## config.mk

```make
export PLATFORM = sky130hd
export DESIGN_NAME = in_fifo_sync
export DESIGN_NICKNAME = d
export VERILOG_FILES = /design/src/rtl/in_fifo_sync.sv
export SDC_FILE = /design/constraint.sdc
export NUM_CORES = 1
export LEC_CHECK = 0
export BUFFER_PORTS_ARGS = -buffer_cell sky130_fd_sc_hd__buf_2
export CAP_MARGIN = 15
export CORE_AREA = 2 2 247 249
export CTS_BUF_LIST = sky130_fd_sc_hd__clkbuf_8
export CTS_CLUSTER_DIAMETER = 80
export DETAILED_ROUTE_END_ITERATION = 12
export DIE_AREA = 0 0 249 251
export GPL_TIMING_DRIVEN = 0
export PLACE_DENSITY_LB_ADDON = 0.08
export SYNTH_ARGS = -nofsm -noshare
export SYNTH_HDL_FRONTEND = slang
export SYNTH_SLANG_ARGS = --single-unit
export TNS_END_PERCENT = 10
```

## constraint.sdc

```tcl
create_clock -name RDCLK -period 8.3 [get_ports RDCLK]
set_clock_uncertainty 0.2 [all_clocks]
set_input_delay 1.66 -clock RDCLK [delete_from_list [all_inputs] [get_ports RDCLK]]
set_output_delay 1.66 -clock RDCLK [all_outputs]
set_load 0.01 [all_outputs]
```

## src/rtl/in_fifo_sync.sv

```systemverilog
// in_fifo_sync: receive-side nibble-capture FIFO, packs nibble pairs to bytes, single clock RDCLK
//
// Ports:
//   RDCLK        clock for both write and read sides
//   RESET        asynchronous active-high reset
//   WREN, D      nibble write strobe and per-lane nibbles (lane n at D[4n+3:4n])
//   RDEN         pop request
//   Q            registered per-lane bytes (lane n at Q[8n+7:8n]), valid the cycle after the pop edge
//   EMPTY, ALMOSTEMPTY, FULL, ALMOSTFULL  flags decoded from the registered count
//   OVERFLOW, UNDERFLOW  sticky dropped-access flags, present only with `define IN_FIFO_ERR_FLAGS_EN
module in_fifo_sync #(
    parameter int NUM_LANES          = 10,
    parameter int DEPTH              = 8,
    parameter int ARRAY_MODE         = 1,
    parameter int ALMOST_EMPTY_VALUE = 1,
    parameter int ALMOST_FULL_VALUE  = 1
) (
    input  logic                   RDCLK,
    input  logic                   RESET,
    input  logic                   WREN,
    input  logic [4*NUM_LANES-1:0] D,
    input  logic                   RDEN,
    output logic [8*NUM_LANES-1:0] Q,
    output logic                   EMPTY,
    output logic                   ALMOSTEMPTY,
    output logic                   FULL,
    output logic                   ALMOSTFULL
`ifdef IN_FIFO_ERR_FLAGS_EN
    ,
    output logic                   OVERFLOW,
    output logic                   UNDERFLOW
`endif
);
    localparam int AW = $clog2(DEPTH);
    localparam int CW = AW + 1;
    localparam logic [CW-1:0] AE_TH  = CW'(ALMOST_EMPTY_VALUE);
    localparam logic [CW-1:0] AF_TH  = CW'(DEPTH - ALMOST_FULL_VALUE);
    localparam logic [CW-1:0] FULL_N = CW'(DEPTH);

    if (DEPTH < 4 || DEPTH > 16 || (DEPTH & (DEPTH - 1)) != 0 ||
        ALMOST_EMPTY_VALUE < 1 || ALMOST_EMPTY_VALUE > 2 ||
        ALMOST_FULL_VALUE < 1 || ALMOST_FULL_VALUE > 2) begin : g_bad_param
        $fatal(1, "in_fifo_sync: illegal DEPTH or ALMOST_* parameter");
    end

    logic [8*NUM_LANES-1:0] mem [DEPTH];
    logic [AW-1:0]          wr_ptr_q, wr_ptr_d, rd_ptr_q, rd_ptr_d;
    logic [CW-1:0]          count_q, count_d;
    logic                   phase_q, phase_d;
    logic [4*NUM_LANES-1:0] stage_q, stage_d;
    logic [8*NUM_LANES-1:0] q_q, q_d, wdata;
    logic                   wr_acc, rd_acc, push;

    // Accept decisions use the pre-edge flags: no write-through when full, no fall-through when empty.
    assign wr_acc = WREN && !FULL;
    assign rd_acc = RDEN && !EMPTY;
    assign push   = wr_acc && (ARRAY_MODE == 0 || phase_q);

    always_comb begin
        wdata = '0;
        for (int n = 0; n < NUM_LANES; n++)
            wdata[8*n +: 8] = (ARRAY_MODE != 0) ? {D[4*n +: 4], stage_q[4*n +: 4]} : {4'h0, D[4*n +: 4]};
    end

    always_comb begin
        phase_d  = (ARRAY_MODE != 0 && wr_acc) ? !phase_q : phase_q;
        stage_d  = (ARRAY_MODE != 0 && wr_acc && !phase_q) ? D : stage_q;
        wr_ptr_d = push ? wr_ptr_q + 1'b1 : wr_ptr_q;
        rd_ptr_d = rd_acc ? rd_ptr_q + 1'b1 : rd_ptr_q;
        count_d  = count_q + CW'(push) - CW'(rd_acc);
        q_d      = rd_acc ? mem[rd_ptr_q] : q_q;
    end

    always_ff @(posedge RDCLK or posedge RESET) begin
        if (RESET) begin
            wr_ptr_q <= '0;
            rd_ptr_q <= '0;
            count_q  <= '0;
            phase_q  <= 1'b0;
            stage_q  <= '0;
            q_q      <= '0;
        end else begin
            wr_ptr_q <= wr_ptr_d;
            rd_ptr_q <= rd_ptr_d;
            count_q  <= count_d;
            phase_q  <= phase_d;
            stage_q  <= stage_d;
            q_q      <= q_d;
        end
    end

    // Storage needs no reset: RESET empties the FIFO by clearing pointers and count.
    always_ff @(posedge RDCLK) begin
        if (push)
            mem[wr_ptr_q] <= wdata;
    end

    assign Q           = q_q;
    assign EMPTY       = count_q == '0;
    assign ALMOSTEMPTY = count_q <= AE_TH;
    assign FULL        = count_q == FULL_N;
    assign ALMOSTFULL  = count_q >= AF_TH;

`ifdef IN_FIFO_ERR_FLAGS_EN
    logic ovf_q, ovf_d, unf_q, unf_d;

    always_comb begin
        ovf_d = ovf_q || (WREN && FULL);
        unf_d = unf_q || (RDEN && EMPTY);
    end

    always_ff @(posedge RDCLK or posedge RESET) begin
        if (RESET) begin
            ovf_q <= 1'b0;
            unf_q <= 1'b0;
        end else begin
            ovf_q <= ovf_d;
            unf_q <= unf_d;
        end
    end

    assign OVERFLOW  = ovf_q;
    assign UNDERFLOW = unf_q;
`endif
endmodule
```

==> flow_summary.ini, run 1 <==
[routing]
wl_per_cell_um = 26.0
vias_per_cell = 5.70
vias = 16059
firstDrtPassIters = 5
drc_errors = 0
wl_mm = 73.2
drt_iter0_drc = 1182
ant_nets = 0

[global_route]
grt_max_degree = 87
antenna_found_initial = 4
first_global_vias = 16421
grt_pass1_wl_mm = 108
overflow = 0
grt.total_usage_pct = 23.8

[layout]
finalInstanceArea_um2 = 34800
area_growth_pct = 17.1
fillers = 4603
regArea_um2 = 22500
final_cell_mix = edfxtp_1, mux2_2, mux2i_1, clkbuf_8, buf_2
fin_util_pct = 58.2
multi_input_area_um2 = 6660
layout_commonest_cell = edfxtp_1
fin_nets = 1976
drive_gt1_share_pct = 29.7

[cts]
post-cts-setup-buffers = 0
cts_tree = built
worstSkewPairLatency_ns = 0.77
cts_max_path_buffers = 3
clock-root-buffer = clkbuf_8
cts_inserted_buffers = 131
cts_resized = 0
path_clk_slew_ns = 0.05
cts_num_sinks = 771
hold_buffers = 0
htree_levels = 4

[sta]
worstMarginPinSlew_ns = 1.04
finalHoldWorstSlack_ns = 0.306
min_period_ns = 5.30
timing.fmax_ghz = 0.189
final.period_utilization_pct = 63.8
setup_viol = 0
grt_setup_unrepaired = no
final_max_slew_viol_count = 0
fin_setup_tns_ns = 0
fin_ws_ns = 3.00
hold_viol = 0
max_slew_margin_pct = 30.6

[worst_setup_path]
worstSetupEndpointType = output port
required_ns = 6.44
critPathArrivalTime_ns = 3.44
worstSetupPathType = reg2out
path_max_fanout = 11
crit_path_start_kind = register

[pwr]
power_density_nw_per_um2 = 358
ir_drop_mv = 0.193
p_leak_nw = 12.8

[placed_design]
io_buffers = 127
place_ws_ns = 3.84
dpl-instance-area_um2 = 32200
place_congestion = 0.735
dp_hpwl_mm = 45.4

[synth]
ys_seq_area_share_pct = 75.7
synth_area_um2 = 29700
synth_seq_cells = 771
netlist-cell-type-count = 34
syn-num-nets = 1669
synthCells = 1614
synth_top_area_share_pct = 64.7
synth_top_area_cell = edfxtp_1
yosys-top-cells-area = edfxtp_1, dfrtp_1, mux2_2
avgSynthCellArea_um2 = 18.4
yosysWarnings = 0

[floorplanning]
rows = 90
die_w_um = 249
num_io_pins = 128
initial_core_util_pct = 49.7
dieArea_um2 = 62500
coreArea_um2 = 59800
die_h_um = 251

[outcome]
status = complete, no violations

[min_path]
min_path_type = reg2reg

[job]
drv_cap = 0
[flip-flops by register name, summed over array words and instances (netlist names)]
signal / flops
mem: 640
Q: 80
stage_q: 40
count_q: 4
rd_ptr_q: 3
wr_ptr_q: 3
phase_q: 1
[path summary, 6_finish.rpt]
| path | startpoint | slack [ns] | end | cells past startpoint |
|---|---|---|---|---|
| worst max register to register | count_q[2] | 4.87 | mem[1][43] | 9 |
| worst min register to register | Q[2] | 0.31 | Q[2] | 2 |
| worst max-delay path | count_q[2] | 3.00 | EMPTY | 6 |
| worst min-delay path | Q[2] | 0.31 | Q[2] | 2 |
| max in group asynchronous | RESET | 6.27 | stage_q[36] | 3 |
| min in group asynchronous | RESET | 0.69 | stage_q[17] | 2 |
[synth_stat cells (all sizes together)]
master and count:
a21o 1, a21oi 3, a22o 80, buf 49, clkbuf 51, dfrtp 131, edfxtp 640, fa 1
ha 10, inv 12, mux2 202, mux2i 160, nand2 3, nand2b 5, nand3 2, nand3b 1
nand4 2, nand4b 1, nor2 7, nor2b 1, nor3 3, nor3b 1, o21ai 81, o22ai 80
o31ai 80, or3b 1, xnor2 5, xor2 1
[through the flow]
step,total power [mW],cells
after global routing,13.0,2814
after detailed placement,9.30,2570
after CTS,12.6,2813
final,12.5,2815
after floorplan,7.84,1614
after global placement,9.20,2523
[worst max-delay path, stage by stage, from the launching register on]
cell	delay, ns
dfrtp_1	0.38
inv_1	0.13
ha_1	0.21
nor3b_1	0.37
clkbuf_1	0.82
clkbuf_1	0.51
buf_2	0.24
[area by class of cell]
class                           instances  area share (%)
Multi-Input combinational cell        731            19.1
Tap cell                              782            2.81
Clock inverter                         86            1.15
Timing Repair Buffer                  174            4.26
Clock buffer                          157            6.21
Inverter                               12           0.151
Antenna cell                            2          0.0144
Buffer                                100            1.65
Sequential cell                       771            64.6
[where the power goes]
group / total [mW] / switching (mW) / internal (mW)
Sequential: 5.57 / 0.489 / 5.08
Clock: 3.25 / 1.50 / 1.75
Combinational: 3.64 / 2.07 / 1.57
Total: 12.5 / 4.06 / 8.39
[routing by layer]
| layer | GRT usage, % | share of wire [%] |
|---|---|---|
| met1 | 32.4 | 44 |
| met2 | 38.9 | 49 |
| met3 | 4.97 | 5.6 |
| met4 | 7.41 | 1.8 |
| met5 | 0 | 0.046 |
[logic make-up after synthesis]
| logic type | share of synthesized area, % |
|---|---|
| flops | 75.7 |
| mux | 13.5 |
| compound gates | 7.50 |
| buf+inv | 2.08 |
| simple gates | 0.535 |
| fa+ha+maj | 0.488 |
| xor+xnor | 0.177 |
(Power assumes the default switching activity.)
==> inputs of run 2 (changes only) <==
--- a/config.mk
+++ b/config.mk
@@ -5,13 +5,14 @@
 export SDC_FILE = /design/constraint.sdc
 export NUM_CORES = 1
 export LEC_CHECK = 0
+export ABC_AREA = 1
 export BUFFER_PORTS_ARGS = -buffer_cell sky130_fd_sc_hd__buf_2
 export CAP_MARGIN = 15
-export CORE_AREA = 2 2 247 249
+export CORE_AREA = 2 2 257 259
 export CTS_BUF_LIST = sky130_fd_sc_hd__clkbuf_8
 export CTS_CLUSTER_DIAMETER = 80
 export DETAILED_ROUTE_END_ITERATION = 12
-export DIE_AREA = 0 0 249 251
+export DIE_AREA = 0 0 259 261
 export GPL_TIMING_DRIVEN = 0
 export PLACE_DENSITY_LB_ADDON = 0.08
 export SYNTH_ARGS = -nofsm -noshare
==> constraint.sdc (replaced) <==
create_clock -name RDCLK -period 4.6 [get_ports RDCLK]
set_clock_uncertainty 0.2 [all_clocks]
set_input_delay 0.92 -clock RDCLK [delete_from_list [all_inputs] [get_ports RDCLK]]
set_output_delay 0.92 -clock RDCLK [all_outputs]
set_load 0.01 [all_outputs]
==> run 2 against run 1 <==
Synthesized cell count increased by 88%. Worst hold slack got worse by 0.075 ns. Cell count increased by 53%. Non-clock buffer count increased by 30. Combinational power increased by 120%. Die area increased by 8.2%. Flip-flop and latch count unchanged. Sequential power increased by 78%. Setup slack got worse by 1.8 ns. Global-route usage increased by 2.2 points. Largest cell class unchanged. Via count increased by 37%. Routed wire length increased by 19%.
==> flow_summary.ini, run 2 <==
[routing]
wl_per_cell_um = 20.2
vias_per_cell = 5.13
ant_nets = 0
drt_iter0_drc = 1879
firstDrtPassIters = 5
vias = 22033
wl_mm = 87.0
drc_errors = 0

[cts]
cts_resized = 0
cts_max_path_buffers = 3
post-cts-setup-buffers = 0
path_clk_slew_ns = 0.06
clock-root-buffer = clkbuf_8
htree_levels = 4
cts_inserted_buffers = 133
cts_num_sinks = 771
cts_tree = built
worstSkewPairLatency_ns = 0.77

[synth]
ys_seq_area_share_pct = 70.0
synth_top_area_cell = edfxtp_1
synth_most_common_cell = nand2_1
syn-num-nets = 3090
synthCells = 3035
synth_seq_cells = 771
synth_top_area_share_pct = 59.8
synthFlopType = edfxtp_1
avgSynthCellArea_um2 = 10.6
synthTopCellsByCount = nand2_1, edfxtp_1, inv_1
synth_area_um2 = 32100
netlist-cell-type-count = 24
synth_edf_count = 640
yosysWarnings = 0
yosys-top-cells-area = edfxtp_1, nand2_1, dfrtp_1
async_flop_share_pct = 17.0

[worst_setup_path]
crit_path_start_kind = register
worstSetupEndpointType = register
worstSetupPathType = reg2reg
critPathArrivalTime_ns = 3.67
required_ns = 4.85
path_max_fanout = 23

[layout]
drive_gt1_share_pct = 13.6
fin_nets = 3381
multi_input_area_um2 = 6780
largest_reg_flops = 640
layout_commonest_cell = nand2_1
regArea_um2 = 22500
area_growth_pct = 15.5
fillers = 5544
final_cell_mix = nand2_1, edfxtp_1, inv_1, nand3_1, buf_2
regMostFlops = mem

[global_route]
grt_pass1_wl_mm = 129
first_global_vias = 21408
grt.total_usage_pct = 26.1
antenna_found_initial = 4
overflow = 0
grt_max_degree = 68

[floorplanning]
coreArea_um2 = 65000
rows = 94
dieArea_um2 = 67600
die_h_um = 261
initial_core_util_pct = 49.4
num_io_pins = 128
die_w_um = 259

[placed_design]
io_buffers = 127
place_ws_ns = 0.853
place_congestion = 0.792
dp_hpwl_mm = 54.1

[pwr]
power_density_nw_per_um2 = 645
p_switching_mw = 9.05
ir_drop_mv = 0.369
p_sw_share_pct = 37.8
clock_power_share_pct = 24.8
p_leak_nw = 16.9
p_int_mw = 14.9
power_frac_seq_pct = 41.4
share_comb_of_total_power_pct = 33.7

[sta]
setup_viol = 0
final_max_slew_viol_count = 0
fin_ws_ns = 1.18
finalHoldWorstSlack_ns = 0.231
timing.fmax_ghz = 0.292
min_period_ns = 3.42
grt_setup_unrepaired = no
hold_viol = 0
final.period_utilization_pct = 74.5
max_slew_margin_pct = 28.4
worstMarginPinSlew_ns = 1.07

[job]
drv_cap = 0

[min_path]
min_path_type = in2reg

[outcome]
status = complete, no violations
run 2: cell count changes after synthesis, moves of 67 or more:
| cell | delta |
|---|---|
| nand3_1 | +483 |
| mux2i_1 | -160 |
| a22o_1 | -80 |
| mux2_2 | -163 |
| o31ai_1 | -80 |
| o22ai_1 | -80 |
| nand2_1 | +1013 |
| buf_2 | +67 |
| inv_1 | +524 |
run 2: cell families (layout without fill, tap and decap cells):
group | after synthesis | after routing | share of synthesized area (%)
and+or+nand+nor | 1514 | 1514 | 19.6
DFF | 771 | 771 | 70.0
buffers and inverters | 689 | 1085 | 9.06
AOI/OAI and AO/OA | 46 | 46 | 0.724
adders and majority gates | 11 | 11 | 0.452
xor gates and xnor gates | 4 | 4 | 0.109
other | 0 | 2 | 0
run 2: critical path, cell delays in order (launching register included):
cell and delay, ns:
dfrtp_1 0.35, inv_1 0.09, ha_1 0.22, nand3_2 0.10, nand3_1 0.16, inv_1 0.22
nand2_1 0.27, nor2_4 0.68, buf_12 0.29, buf_12 0.24, buf_12 0.23
run 2: area by class of cell:
type | count | share of cell area [%]
buffer | 148 | 2.36
inverter | 541 | 5.50
timing repair buffer | 156 | 3.39
clock inverter | 83 | 1.12
antenna | 2 | 0.0135
sequential | 771 | 60.6
tap | 864 | 2.91
multi-input combinational | 1575 | 18.3
clock buffer | 157 | 5.82
run 2: what timing repair did:
item,4_1_cts,5_1_grt
endpoints found under the hold margin,22,0
endpoints found under the setup margin,0,0
hold buffers,1,0
run 2: metal layers:
| metal | wire [um] | share of wire, % | up-vias | track usage (%) |
|---|---|---|---|---|
| li1 | - | - | 10333 | - |
| met1 | 36700 | 42 | 10697 | 35.1 |
| met2 | 41800 | 48 | 854 | 42.8 |
| met3 | 6570 | 7.5 | 145 | 4.86 |
| met4 | 1940 | 2.2 | 4 | 8.98 |
| met5 | 24 | 0.028 | - | 0 |
run 2: per-stage QoR:
stage | area (um^2) | std cells | util [%] | TNS, ns | total power, mW
floorplan | 32100 | 3035 | - | -487.44 | 14.7
global placement | 33800 | 4026 | 52.0 | -3387.53 | 17.8
detailed placement | 34500 | 4054 | 53.1 | 0 | 18.1
CTS | 37100 | 4295 | 57.1 | 0 | 24.1
global route | 37100 | 4297 | 57.1 | 0 | 25.3
finish | 37100 | 4297 | 57.1 | 0 | 23.9
run 2: power by group through the flow:
stage / registers [mW] / clock network (mW) / logic [mW]
after floorplan: 10.1 / 0 / 4.61
after global placement: 10.1 / 0 / 7.70
after detailed placement: 10.0 / 0 / 8.06
after CTS: 9.91 / 6.05 / 8.09
after global routing: 10.1 / 6.38 / 8.83
final: 9.92 / 5.94 / 8.07
run 2: final timing paths:
kind | start | to | slack (ns) | cells after the start
max | count_q[2] | mem[7][79] | 1.18 | 10
min | D[19] | mem[7][39] | 0.23 | 1
max reg2reg | count_q[2] | mem[7][79] | 1.18 | 10
min reg2reg | Q[59] | Q[59] | 0.27 | 2
max in group asynchronous | RESET | Q[72] | 2.85 | 4
min in group asynchronous | RESET | Q[26] | 0.53 | 3
